<file path="src/rtl/uart_rx_fifo_if.sv">
// Byte stream between UART receiver, receive FIFO and downstream consumer.
// Push side is a one-cycle rdata_ready pulse; pop side is valid/ready.
interface uart_rx_fifo_if;
    logic [7:0] rdata;
    logic       rdata_ready;
    logic [7:0] out_data;
    logic       out_valid;
    logic       out_ready;

    modport master (
        output rdata, rdata_ready, out_ready,
        input  out_data, out_valid
    );

    modport slave (
        input  rdata, rdata_ready, out_ready,
        output out_data, out_valid
    );
endinterface

</file>
<file path="src/rtl/uart_rx_fifo.sv">
// Receive byte FIFO behind the UART RX, first-word-fall-through, with overflow and framing-error stats.
// Latency: byte pushed in cycle N is presented with out_valid from cycle N+1 (no empty bypass).
// Backpressure: out_ready stalls the head; pushes into a full FIFO are dropped unless a pop frees the slot.
module uart_rx_fifo #(
    parameter  int DEPTH = 16,
    localparam int AW    = $clog2(DEPTH)
) (
    input  logic              clk,
    input  logic              rst,
    uart_rx_fifo_if.slave     bus,
    input  logic              ferr,
    input  logic              clr,
    output logic [AW:0]       count,
    output logic              full,
    output logic              overflow,
    output logic [7:0]        ferr_count
);

    logic [7:0]    mem [DEPTH];
    logic [AW-1:0] wr_ptr;
    logic [AW-1:0] rd_ptr;
    logic          ferr_q;
    logic          pop;
    logic          push;
    logic          drop;

    // Status comes only from registered count so nothing combinational reaches the consumer.
    assign bus.out_valid = (count != '0);
    assign full          = (count == (AW+1)'(DEPTH));
    assign bus.out_data  = mem[rd_ptr];

    assign pop  = bus.out_valid & bus.out_ready;
    assign push = bus.rdata_ready & (~full | pop);
    assign drop = bus.rdata_ready & full & ~pop;

    always_ff @(posedge clk) begin
        if (push && !clr)
            mem[wr_ptr] <= bus.rdata;
    end

    always_ff @(posedge clk or posedge rst) begin
        if (rst) begin
            wr_ptr <= '0;
            rd_ptr <= '0;
            count  <= '0;
        end else if (clr) begin
            wr_ptr <= '0;
            rd_ptr <= '0;
            count  <= '0;
        end else begin
            if (push)
                wr_ptr <= wr_ptr + 1'b1;
            if (pop)
                rd_ptr <= rd_ptr + 1'b1;
            if (push && !pop)
                count <= count + 1'b1;
            else if (pop && !push)
                count <= count - 1'b1;
        end
    end

    always_ff @(posedge clk or posedge rst) begin
        if (rst)
            overflow <= 1'b0;
        else if (clr)
            overflow <= 1'b0;
        else if (drop)
            overflow <= 1'b1;
    end

    // ferr_q keeps sampling through clr so a level already high is not counted again.
    always_ff @(posedge clk or posedge rst) begin
        if (rst)
            ferr_q <= 1'b0;
        else
            ferr_q <= ferr;
    end

    always_ff @(posedge clk or posedge rst) begin
        if (rst)
            ferr_count <= '0;
        else if (clr)
            ferr_count <= '0;
        else if (ferr && !ferr_q && ferr_count != 8'hFF)
            ferr_count <= ferr_count + 8'd1;
    end

endmodule

</file>
<file path="src/flat_wrapper.sv">
// flat-port wrapper written by rule: the top's interface ports become plain ports
module uart_rx_fifo_flat 
#(
    parameter  int DEPTH = 16,
    localparam int AW    = $clog2(DEPTH)
)
  (clk, rst, ferr, clr, count, full, overflow, ferr_count, bus_rdata, bus_rdata_ready, bus_out_ready, bus_out_data, bus_out_valid);
  uart_rx_fifo_if bus_i ();
  input  logic clk;
  input  logic rst;
  input  logic ferr;
  input  logic clr;
  output logic [AW:0] count;
  output logic full;
  output logic overflow;
  output logic [7:0] ferr_count;
  input wire logic [$bits(bus_i.rdata)-1:0] bus_rdata;
  input wire logic [$bits(bus_i.rdata_ready)-1:0] bus_rdata_ready;
  input wire logic [$bits(bus_i.out_ready)-1:0] bus_out_ready;
  output wire logic [$bits(bus_i.out_data)-1:0] bus_out_data;
  output wire logic [$bits(bus_i.out_valid)-1:0] bus_out_valid;
  assign bus_i.rdata = bus_rdata;
  assign bus_i.rdata_ready = bus_rdata_ready;
  assign bus_i.out_ready = bus_out_ready;
  assign bus_out_data = bus_i.out_data;
  assign bus_out_valid = bus_i.out_valid;
  uart_rx_fifo #(.DEPTH(DEPTH)) u_core (.clk(clk), .rst(rst), .bus(bus_i), .ferr(ferr), .clr(clr), .count(count), .full(full), .overflow(overflow), .ferr_count(ferr_count));
endmodule
</file>
<file path="config.mk">
export PLATFORM = sky130hd
export DESIGN_NAME = uart_rx_fifo_flat
export DESIGN_NICKNAME = d
export VERILOG_FILES = /design/src/rtl/uart_rx_fifo_if.sv /design/src/rtl/uart_rx_fifo.sv /design/src/flat_wrapper.sv
export SDC_FILE = /design/constraint.sdc
export NUM_CORES = 1
export LEC_CHECK = 0
export CAP_MARGIN = 20
export CORE_AREA = 2 2 136 125
export CTS_BUF_LIST = sky130_fd_sc_hd__clkbuf_16
export DETAILED_ROUTE_END_ITERATION = 10
export DIE_AREA = 0 0 138 127
export DONT_BUFFER_PORTS = 1
export MAX_ROUTING_LAYER = met4
export PLACE_DENSITY = 0.62
export SLEW_MARGIN = 25
export SYNTH_ARGS = -nofsm -noshare
export SYNTH_HDL_FRONTEND = slang
export SYNTH_SLANG_ARGS = --single-unit
</file>
<file path="constraint.sdc">
create_clock -name clk -period 2.5 [get_ports clk]
set_clock_uncertainty 0.15 [all_clocks]
set_input_delay 0.5 -clock clk [delete_from_list [all_inputs] [get_ports clk]]
set_output_delay 0.5 -clock clk [all_outputs]
set_load 0.05 [all_outputs]
</file>
==> impl_metrics.json, run 1 <==
{
  "fp.dieW_um": 138,
  "wl_met2_um": 6560,
  "avgSynthCellArea_sq_um": 17.2,
  "crit_path_max_fanout": 5,
  "route.detailed.drc": 0,
  "critical_path.endpoint_type": "output pin",
  "critical_path_required_ns": 1.85,
  "timing.critical_path.cells": "buf_12 -> buf_16 -> mux4_2 -> a22oi_2 -> nand2_4",
  "ys_seq_area_frac": 0.699,
  "gp_congestion": 0.829,
  "async_flop_share": 0.152,
  "p_clk_frac": 0.322,
  "ant_nets": 0,
  "die_h_um": 127,
  "critPathKind": "reg -> out",
  "yosysWarnings": 0,
  "clk_latency_ns": 0.42,
  "start_util": 0.396,
  "drive_above_1_share": 0.389,
  "max_cap_viol_count": 0,
  "grt_pass1_wl_um": 21000,
  "yosysTopAreaCell": "edfxtp_1",
  "setup_viol": 9,
  "avgRoutedWirePerCell_um": 20.7,
  "swShare": 0.303,
  "clock_path_buffers": 2,
  "grt-ovfl-total": 0,
  "dieArea_sq_um": 17500,
  "nets": 465,
  "crit_path_start_kind": "flip-flop",
  "final_cells": 660,
  "p_per_area_nw_per_um2": 931,
  "fmax_mhz": 363,
  "final.period_utilization": 1.10,
  "grt_pass1_vias": 3732,
  "cts_made_buffers": 17,
  "port_buffers": 0,
  "diodes": 0,
  "rsz0062_at_grt": "yes",
  "status": "complete, but fails checks",
  "cts_tree": "yes",
  "yosysTopAreaCellShare": 0.608,
  "synth_flop_cell": "edfxtp_1",
  "seqPwrFrac": 0.383,
  "dp_cells": 602,
  "synth_fp_nets": 392,
  "netlist_instances": 367,
  "dr.pass1.iters": 4,
  "path_clk_slew_ns": 0.06,
  "htreeDepth": 4,
  "finalWorstSetupSlack_ns": -0.258,
  "rows": 44,
  "synth.distinct_cells": 42,
  "antenna_found_initial": 0,
  "wl_met1_um": 5980,
  "leakagePower_nw": 2.77,
  "grt_max_degree": 20,
  "power_frac_comb": 0.295,
  "slew_viol_final": 0,
  "dr.max_layer_used": "met4",
  "wl_met3_um": 889,
  "grt_util_all_layers": 0.167,
  "clkSinkCount": 151,
  "peakVddDrop_v": 0.000597,
  "drtIter0Drc": 255,
  "period_minus_slack_ns": 2.76,
  "hpwl_um": 8290,
  "synth_seq_cells": 151,
  "hold_viol_final": 0,
  "synth_most_common_cell": "edfxtp_1",
  "syn_area_sq_um": 6320,
  "hold-path-cell-count": 0,
  "power.switching_mw": 2.28,
  "totalWireLength_um": 13600,
  "fp.coreArea_sq_um": 16000,
  "r2r_cells": 7,
  "slowest_delay_ns": 0.50,
  "power.internal_mw": 5.26,
  "synth-edff-count": 128,
  "vias_per_cell": 5.37,
  "root_buffer": "clkbuf_16",
  "finish.utilization": 0.508,
  "arrival_ns": 2.11,
  "vias": 3544,
  "synth_commonest_cells": "128 x edfxtp_1, 32 x mux4_2, 23 x dfrtp_1, 23 x nand2_1, 21 x nor2_1",
  "max_slew_margin": 0.520,
  "slowest_stage": "mux4_2",
  "hp-class": "in -> reg",
  "areaGrowthSynthToFinish_pct": 28.2,
  "io_pins": 38,
  "violations": "negative setup slack",
  "tightest_slew_ns": 0.715,
  "synth_area_leaders": "edfxtp_1 61%, mux4_2 11%, dfrtp_1 9.1%, ha_1 2.0%, a22oi_1 1.9%"
}
==> logic make-up after synthesis <==
logic type                 count (synthesis)  synth area share
AOI/OAI and AO/OA                         41            0.0489
muxes                                     39             0.128
xor gates and xnor gates                  12            0.0166
buffers and inverters                     27            0.0182
and+or+nand+nor                           86            0.0669
adders and majority gates                 11            0.0230
DFF                                      151             0.699
==> critical path, delay by kind of cell (launching register included) <==
kind,cells,cell delay [ns]
simple gates,1,0.16
flops,1,0.49
mux,1,0.50
compound gates,1,0.22
buf+inv,2,0.29
==> cell type report <==
cell class,count,area [sq um]
sequential,151,4430
inverter,8,30.0
multi-input combinational,189,2090
clock inverter,15,139
clock buffer,17,425
tap,207,259
timing repair buffer,73,737
fill,1311,7860
==> final timing paths <==
kind | startpoint | slack, ns | end
max in group asynchronous | rst | 1.44 | u_core.rd_ptr[0]$_DFFE_PP0P_
min in group asynchronous | rst | 0.25 | u_core.count[2]$_DFFE_PP0P_
min reg2reg | u_core.count[0]$_DFFE_PP0P_ | 0.44 | u_core.count[0]$_DFFE_PP0P_
max | u_core.rd_ptr[0]$_DFFE_PP0P_ | -0.26 | bus_out_data[6]
min | bus_rdata[2] | 0.02 | u_core.mem[2][2]$_DFFE_PP_
max reg2reg | u_core.count[2]$_DFFE_PP0P_ | -0.12 | u_core.count[4]$_DFFE_PP0P_
==> power groups by stage <==
stage | logic, mW | clock network, mW | registers, mW
6_report | 2.23 | 2.43 | 2.89
3_3_place_gp | 1.71 | 0 | 2.92
2_1_floorplan | 1.20 | 0 | 3.05
3_5_place_dp | 1.74 | 0 | 2.93
4_1_cts | 2.07 | 2.47 | 2.89
5_1_grt | 2.38 | 2.58 | 2.90
==> stage by stage <==
stage | TNS (ns) | total power, mW | hold slack [ns] | instance area, sq um | setup slack [ns]
after floorplan | -2.35 | 4.24 | 0.352 | 6380 | -0.285
after global placement | 0 | 4.63 | 0.136 | 6980 | 0.0106
after detailed placement | -0.0374 | 4.67 | 0.144 | 6990 | -0.0374
after CTS | -2.14 | 7.43 | 0.00000427 | 7920 | -0.277
after global routing | -2.70 | 7.86 | 0.000101 | 8110 | -0.326
final | -1.93 | 7.55 | 0.0161 | 8110 | -0.258
==> layer usage <==
layer / track usage / vias to the layer above
met5: - / -
met4: 0.0528 / 0
met3: 0.0547 / 23
met2: 0.257 / 113
met1: 0.211 / 1801
li1: - / 1607
==> cells in the final DEF, fill, tap and decap left out, types with 4 or more instances in the layout <==
cell type	synthesis	routed
buf_6	1	5
buf_4	0	42
inv_1	8	9
buf_12	0	5
inv_6	0	6
clkbuf_16	0	18
nor2_1	21	19
dlygate4sd3_1	0	17
dfrtp_1	23	18
dfrtp_2	0	5
a22oi_2	0	16
xnor2_1	5	4
nor4_2	0	4
mux4_2	32	32
ha_1	10	7
a21oi_1	6	5
nand2_1	23	15
edfxtp_1	128	128
nor3_1	11	11
nand2_4	0	8
xor2_1	7	7
o211ai_1	4	4
==> state kept, by name (all words and copies together) (netlist names) <==
name and cells:
u_core.rd_ptr 4, u_core.wr_ptr 4, u_core.ferr_count 8, u_core.ferr_q 1, u_core.overflow 1, u_core.mem 128
u_core.count 5
==> timing repair <==
action	CTS	global route
setup endpoints to repair	12	12
pin swaps	13	16
setup buffers	2	5
hold buffers	9	8
hold endpoints to repair	57	22
gates cloned	3	1
resized for setup	36	14
Power figures use the tool's default switching activity.
==> inputs of run 2 (changes only) <==
--- a/config.mk
+++ b/config.mk
@@ -6,13 +6,13 @@
 export NUM_CORES = 1
 export LEC_CHECK = 0
 export CAP_MARGIN = 20
-export CORE_AREA = 2 2 136 125
+export CORE_AREA = 2 2 149 114
 export CTS_BUF_LIST = sky130_fd_sc_hd__clkbuf_16
 export DETAILED_ROUTE_END_ITERATION = 10
-export DIE_AREA = 0 0 138 127
+export DIE_AREA = 0 0 151 116
 export DONT_BUFFER_PORTS = 1
 export MAX_ROUTING_LAYER = met4
-export PLACE_DENSITY = 0.62
+export PLACE_DENSITY = 0.6
 export SLEW_MARGIN = 25
 export SYNTH_ARGS = -nofsm -noshare
 export SYNTH_HDL_FRONTEND = slang
==> constraint.sdc (replaced) <==
create_clock -name clk -period 2.8 [get_ports clk]
set_clock_uncertainty 0.15 [all_clocks]
set_input_delay 0.56 -clock clk [delete_from_list [all_inputs] [get_ports clk]]
set_output_delay 0.56 -clock clk [all_outputs]
set_load 0.05 [all_outputs]
==> impl_metrics.json, run 2 (synthesized netlist as in run 1, its figures left out) <==
{
  "status": "complete, but fails checks",
  "violations": "negative setup slack",
  "largest_register_ffs": 128,
  "hpwl_um": 8490,
  "worstSetupPathDepth": 5,
  "fp.dieW_um": 151,
  "fin_tns_setup_ns": -0.125,
  "layout_commonest_cell": "edfxtp_1",
  "crit_path_max_fanout": 16,
  "vias": 3427,
  "cts_tree": "yes",
  "grt_pass1_wl_um": 21000,
  "multiInputGateArea_sq_um": 1910,
  "root_buffer": "clkbuf_16",
  "drtIter0Drc": 202,
  "hp-start": "clr",
  "hold_viol_final": 0,
  "top_regs": "u_core.mem x128, u_core.ferr_count x8, u_core.count x5",
  "rsz0062_at_grt": "yes",
  "nets": 437,
  "dieArea_sq_um": 17500,
  "leakagePower_nw": 2.58,
  "finalWorstSetupSlack_ns": -0.0473,
  "period_minus_slack_ns": 2.85,
  "fp.coreArea_sq_um": 15900,
  "grt_pass1_vias": 3544,
  "route.detailed.drc": 0,
  "timing.critical_path.cells": "buf_12 -> mux4_2 -> a22oi_2 -> nand2_1 -> buf_6",
  "whs_ns": 0.0552,
  "grt_max_degree": 30,
  "avgRoutedWirePerCell_um": 20.9,
  "critical-path-top-delay-family": "multiplexers",
  "setup_viol": 5,
  "critical_path.endpoint_type": "output pin",
  "vias_per_cell": 5.40,
  "arrival_ns": 2.14,
  "dr.pass1.iters": 4,
  "areaGrowthSynthToFinish_pct": 20.2,
  "r2r_cells": 7,
  "grt_util_all_layers": 0.174,
  "regMostFlops": "u_core.mem",
  "cts_made_buffers": 17,
  "critPathKind": "reg -> out",
  "ant_nets": 0,
  "fmax_mhz": 351,
  "peakVddDrop_v": 0.000450,
  "final.period_utilization": 1.02,
  "critical_path_required_ns": 2.09,
  "most-common-layout-cells": "128 x edfxtp_1, 33 x buf_4, 32 x mux4_2, 23 x nand2_1, 21 x nor2_1",
  "diodes": 0,
  "ff_latch_area_sq_um": 4420,
  "die_h_um": 116,
  "reg2reg_from": "u_core.count[0]$_DFFE_PP0P_",
  "slowest_stage": "mux4_2",
  "gp_congestion": 0.835,
  "tightest_slew_ns": 0.851,
  "max_slew_margin": 0.429,
  "slowest_delay_ns": 0.53,
  "clk_latency_ns": 0.42,
  "hp-class": "in -> reg",
  "port_buffers": 0,
  "totalWireLength_um": 13300,
  "hold-path-cell-count": 1,
  "finish.utilization": 0.478,
  "grt-ovfl-total": 0,
  "clkSinkCount": 151,
  "drive_above_1_share": 0.308,
  "start_util": 0.397,
  "rows": 40,
  "htreeDepth": 4,
  "max_cap_viol_count": 0,
  "crit_path_start": "u_core.rd_ptr[0]$_DFFE_PP0P_",
  "nFillCells": 1333,
  "crit_path_start_kind": "flip-flop",
  "p_per_area_nw_per_um2": 837,
  "io_pins": 38,
  "clock_path_buffers": 2,
  "antenna_found_initial": 0,
  "slew_viol_final": 0,
  "place_ws_ns": 0.103,
  "critPathBufInv": 2,
  "path_clk_slew_ns": 0.06
}
## run 2: report_power, final
group	switching, mW	total, mW	internal, mW	leakage, nW
Combinational	0.890	1.61	0.716	0.846
Clock	0.880	2.18	1.30	0.276
Sequential	0.0696	2.58	2.51	1.46
Total	1.84	6.36	4.52	2.58
## run 2: final cells by class
| cell class | instances | share of cell area |
|---|---|---|
| clock buffer | 17 | 0.0559 |
| clock inverter | 15 | 0.0183 |
| inverter | 8 | 0.00395 |
| multi-input combinational | 189 | 0.251 |
| sequential | 151 | 0.582 |
| tap | 210 | 0.0346 |
| timing repair buffer | 45 | 0.0546 |
## run 2: per-stage QoR
stage | area, sq um | total power, mW | instances
finish | 7600 | 6.36 | 635
global route | 7600 | 6.62 | 635
CTS | 7580 | 6.42 | 633
detailed placement | 6900 | 4.14 | 597
global placement | 6890 | 4.12 | 597
floorplan | 6340 | 3.74 | 367
## run 2: repair_timing
item                                    in CTS  in global routing
gates resized for setup                     16                  1
setup buffers                                3                  1
hold buffers                                 1                  1
endpoints found under the hold margin        1                 22
endpoints found under the setup margin       8                  9
pin swaps                                    4                  1
## run 2: layer usage
metal / track usage / wire, um
met4: 0.0710 / 178
met3: 0.0402 / 691
met2: 0.253 / 6220
met5: - / 0
met1: 0.239 / 6180
## run 2: worst register-to-register path, cell delays in order, from the launching register on
cell and delay [ns]:
dfrtp_2 0.43, or4_4 0.57, o211ai_4 0.29, fa_1 0.28
nand3_1 0.13, and4b_1 0.20, or3_1 0.36, a31oi_1 0.19
## run 2: path summary, 6_finish.rpt
path | end | slack, ns
max | bus_out_data[4] | -0.05
min | u_core.ferr_count[7]$_DFFE_PP0P_ | 0.06
max reg2reg | u_core.count[4]$_DFFE_PP0P_ | 0.12
min reg2reg | u_core.wr_ptr[1]$_DFFE_PP0P_ | 0.46
max in group asynchronous | u_core.rd_ptr[0]$_DFFE_PP0P_ | 1.55
min in group asynchronous | u_core.ferr_count[0]$_DFFE_PP0P_ | 0.51
